<file path="config.mk">
export PLATFORM = sky130hd
export DESIGN_NAME = ysyx_25040111_ifu
export DESIGN_NICKNAME = d
export VERILOG_FILES = /design/src/rtl/ysyx_25040111_ifu.sv
export SDC_FILE = /design/constraint.sdc
export NUM_CORES = 1
export LEC_CHECK = 0
export CORE_MARGIN = 5
export CORE_UTILIZATION = 40
export CTS_BUF_LIST = sky130_fd_sc_hd__clkbuf_4
export CTS_CLUSTER_SIZE = 16
export DETAILED_ROUTE_END_ITERATION = 12
export HOLD_SLACK_MARGIN = 0.02
export PLACE_DENSITY = 0.89
export SYNTH_ARGS = -nofsm -noshare
export SYNTH_HDL_FRONTEND = slang
export SYNTH_SLANG_ARGS = --single-unit
export TNS_END_PERCENT = 10
</file>
<file path="constraint.sdc">
create_clock -name clk -period 4.46 [get_ports clk]
set_input_delay 0.446 -clock clk [delete_from_list [all_inputs] [get_ports clk]]
set_output_delay 0.446 -clock clk [all_outputs]
set_load 0.05 [all_outputs]
</file>
<file path="src/rtl/ysyx_25040111_ifu.sv">
// Instruction fetch unit: holds the PC, fetches one word over imem req/ack, hands it to the IDU over valid/ready.
// Optional performance counters are enabled by defining YSYX_25040111_IFU_PERF_EN.
module ysyx_25040111_ifu #(
  parameter logic [31:0] RESET_PC = 32'h8000_0000
) (
  input  logic        clk,
  input  logic        rst_n,
  output logic        imem_req,
  output logic [31:0] imem_addr,
  input  logic        imem_ack,
  input  logic [31:0] imem_rdata,
  output logic        inst_valid,
  input  logic        inst_ready,
  output logic [31:0] inst,
  output logic [31:0] pc,
  input  logic        npc_valid,
  input  logic [31:0] npc,
  output logic        fetch_err,
  output logic [31:0] perf_fetch_cnt,
  output logic [31:0] perf_stall_cnt
);

  localparam int unsigned XLEN = 32;

  typedef enum logic [2:0] {
    BOOT  = 3'd0,
    FETCH = 3'd1,
    HOLD  = 3'd2,
    WAIT  = 3'd3,
    ERR   = 3'd4
  } state_e;

  state_e            state_q, state_d;
  logic              req_q, req_d;
  logic [XLEN-1:0]   pc_q, pc_d;
  logic [XLEN-1:0]   inst_q, inst_d;
  logic              valid_q, valid_d;
  logic              err_q, err_d;

  // State and registered outputs
  always_ff @(posedge clk or negedge rst_n) begin
    if (!rst_n) begin
      state_q <= BOOT;
      req_q   <= 1'b0;
      pc_q    <= RESET_PC;
      inst_q  <= '0;
      valid_q <= 1'b0;
      err_q   <= 1'b0;
    end else begin
      state_q <= state_d;
      req_q   <= req_d;
      pc_q    <= pc_d;
      inst_q  <= inst_d;
      valid_q <= valid_d;
      err_q   <= err_d;
    end
  end

  // Next-state and next-output logic
  always_comb begin
    state_d = state_q;
    req_d   = req_q;
    pc_d    = pc_q;
    inst_d  = inst_q;
    valid_d = valid_q;
    err_d   = err_q;
    unique case (state_q)
      BOOT: begin
        state_d = FETCH;
        req_d   = 1'b1;
      end
      FETCH: begin
        if (imem_ack) begin
          inst_d  = imem_rdata;
          valid_d = 1'b1;
          req_d   = 1'b0;
          state_d = HOLD;
        end
      end
      HOLD: begin
        if (inst_ready) begin
          valid_d = 1'b0;
          state_d = WAIT;
        end
      end
      WAIT: begin
        if (npc_valid) begin
          if (npc[1:0] == 2'b00) begin
            pc_d    = npc;
            req_d   = 1'b1;
            state_d = FETCH;
          end else begin
            err_d   = 1'b1;
            state_d = ERR;
          end
        end
      end
      ERR: begin
        req_d   = 1'b0;
        valid_d = 1'b0;
        err_d   = 1'b1;
      end
      default: begin
        state_d = BOOT;
        req_d   = 1'b0;
        valid_d = 1'b0;
      end
    endcase
  end

  assign imem_req   = req_q;
  assign imem_addr  = pc_q;
  assign pc         = pc_q;
  assign inst       = inst_q;
  assign inst_valid = valid_q;
  assign fetch_err  = err_q;

`ifdef YSYX_25040111_IFU_PERF_EN
  logic [XLEN-1:0] fetch_cnt_q, fetch_cnt_d;
  logic [XLEN-1:0] stall_cnt_q, stall_cnt_d;

  // Counters wrap naturally at 2^32
  always_comb begin
    fetch_cnt_d = fetch_cnt_q;
    stall_cnt_d = stall_cnt_q;
    if (state_q == FETCH) begin
      if (imem_ack) fetch_cnt_d = fetch_cnt_q + XLEN'(1);
      else          stall_cnt_d = stall_cnt_q + XLEN'(1);
    end
  end

  always_ff @(posedge clk or negedge rst_n) begin
    if (!rst_n) begin
      fetch_cnt_q <= '0;
      stall_cnt_q <= '0;
    end else begin
      fetch_cnt_q <= fetch_cnt_d;
      stall_cnt_q <= stall_cnt_d;
    end
  end

  assign perf_fetch_cnt = fetch_cnt_q;
  assign perf_stall_cnt = stall_cnt_q;
`else
  assign perf_fetch_cnt = '0;
  assign perf_stall_cnt = '0;
`endif

endmodule
</file>
==> out/qor.yml <==
clock_tree:
  cts_max_path_buffers: 2
  cts-root-buf: "clkbuf_4"
  post_cts_buffers: 0
  cts_tree: "built"
  ctsResizeCount: 0
  clkTransAtPathRegs_ns: 0.13
  hold_buffers: 0
  clock-sinks: 70
  htreeDepth: 3
  cts_inserted_buffers: 9
  clkLatencyLatePin_ns: 0.41
sta:
  fin_crit_sh_pct: 49.27
  fin_crit_ns: 2.197
  setup_violations: 0
  slew_violations: 0
  tightest_slew_ns: 0.8164
  hold_ws_ns: 0.1034
  fmax_ghz: 0.4551
  finalHoldViolations: 0
  fin_tns_setup_ns: 0
  slew_headroom_pct: 45.57
  clock_skew_ns: 0.01894
  rsz0062_at_grt: "no"
grt:
  grt_max_degree: 38
  grt_antenna_before_repair: 0
  grt_pass1_wl_mm: 12.93
  grt_pass1_vias: 2453
  overflow: 0
  track_usage_pct: 14.75
synth:
  synth_warnings: 0
  postSynthRegisterBits: 70
  async_flop_share_pct: 100.0
  synth_cell_types: 23
  yosysTopAreaCell: "dfrtp_1"
  synthTopCellsByArea: "dfrtp_1 (49%), buf_4 (21%), mux2_4 (12%), mux2_2 (10%), buf_6 (1.3%)"
  avgSynthCellArea_um2: 13.37
  synth_cells: 262
  synth_ff_type: "dfrtp_1"
  yosysSeqAreaShare_pct: 50.05
  yosysTopAreaCellShare_pct: 49.30
  syn-cell-area_um2: 3502
  synth_edf_count: 0
finish:
  drive_gt1_share_pct: 20.59
  insertedDiodeCount: 0
  area_growth_pct: 40.34
  nNetsFinal: 472
critical_path:
  slowest_delay_ns: 0.80
  crit_family: "buffers and inverters"
  critPathSlowestCell: "clkdlybuf4s50_1"
  crit_type: "reg -> out"
  cp.arrival_ns: 1.75
  crit_required_ns: 4.01
  endpoint_kind: "output pin"
  cp_cell_sequence: "clkdlybuf4s50_1"
  startpoint_type: "register"
  crit_fanout: 3
  path_buf_inv: 1
die:
  die_w_um: 103.6
  pin_count: 232
  floorplan.initialDensity_pct: 40.55
  core_um2: 8636
  row_count: 34
  die_area_um2: 10730
  dieHeight_um: 103.6
drt:
  drt-wirelength-per-cell_um: 15.47
  detail-route-antenna-nets: 0
  firstDrtPassIters: 4
  drt_iter0_drc: 43
  drc: 0
  routed_wl_mm: 7.981
  routed_via_density: 4.269
  vias: 2203
worst_hold_path:
  hp-class: "in -> async"
place:
  port-buffer-count: 167
  dp_hpwl_mm: 6.473
  routabilityCongestion: 0.7295
status:
  status: "finished clean"
flow_run:
  maxCapViolations: 0
==> registers in the layout, indices dropped and copies added (netlist names) <==
name / count
imem_addr: 32
imem_req: 1
state_q: 3
fetch_err: 1
inst_valid: 1
inst: 32
==> stage by stage <==
step | setup slack, ns | std cells | cell area [um2] | utilization (%)
2_1_floorplan | 3.011 | 325 | 3739 | -
3_3_place_gp | 2.008 | 500 | 4777 | 55.32
3_5_place_dp | 2.000 | 500 | 4777 | 55.32
4_1_cts | 2.221 | 516 | 4915 | 56.91
5_1_grt | 2.180 | 516 | 4915 | 56.91
6_report | 2.263 | 516 | 4915 | 56.91
==> logic make-up after synthesis <==
group	count (synthesis)	synth area share, %
compound gates	8	1.465
buf+inv	103	22.51
simple gates	18	2.930
other cells	1	0.1071
flops	70	50.05
mux	62	22.94
==> cells in the mapped netlist (all sizes together) (2+ instances only) <==
| cell type | number |
|---|---|
| a211oi | 2 |
| and2 | 2 |
| buf | 103 |
| dfrtp | 69 |
| mux2 | 62 |
| nand2 | 4 |
| nand2b | 4 |
| nor2 | 4 |
| o21ai | 2 |
==> layout make-up <==
| class | count | area [um2] |
|---|---|---|
| fillers | 714 | 3721 |
| flip-flops and latches | 70 | 1753 |
| repair buffers | 170 | 1689 |
| multi-input cells | 152 | 1200 |
| well taps | 108 | 135.1 |
| clock buffers | 10 | 75.07 |
| clock inverters | 6 | 62.56 |
==> path summary, 6_finish.rpt <==
kind                                 end  slack, ns          start  cells after the start
max                               pc[31]       2.26  imem_addr[31]                      1
min                        imem_addr[24]       0.10          rst_n                      1
min in group clk               fetch_err       0.49      fetch_err                      1
max reg2reg                 imem_addr[3]       2.49     state_q[0]                      4
min reg2reg                    fetch_err       0.49      fetch_err                      1
max in group asynchronous  imem_addr[31]       3.35          rst_n                      2
==> routing by layer <==
metal / up-vias / share of wire, % / global-route usage, %
met1: 1052 / 36 / 15.34
met4: 0 / 1.8 / 6.186
met5: - / 0 / 0
met3: 13 / 12 / 6.903
li1: 992 / - / -
met2: 146 / 51 / 25.41
==> cell usage in the layout (no fill, tap or decap) <==
| master | count |
|---|---|
| a211oi_1 | 2 |
| a21oi_1 | 1 |
| a22oi_1 | 1 |
| and2_1 | 2 |
| and4bb_1 | 1 |
| buf_2 | 1 |
| buf_4 | 3 |
| bufinv_16 | 1 |
| clkbuf_4 | 10 |
| clkdlybuf4s50_1 | 166 |
| clkinv_2 | 3 |
| clkinv_4 | 2 |
| conb_1 | 64 |
| dfrtp_1 | 69 |
| dfstp_2 | 1 |
| mux2_1 | 2 |
| mux2_2 | 32 |
| mux2_4 | 28 |
| nand2_1 | 4 |
| nand2b_1 | 3 |
| nand2b_2 | 1 |
| nor2_1 | 3 |
| nor2_2 | 1 |
| nor2b_1 | 1 |
| o211ai_1 | 1 |
| o21ai_0 | 2 |
| o22ai_1 | 1 |
| or2_2 | 1 |
| or2b_1 | 1 |
Power is left out: the tool's default activity adds up to more than one toggle a clock period on the data nets, which glitch-free logic cannot reach.
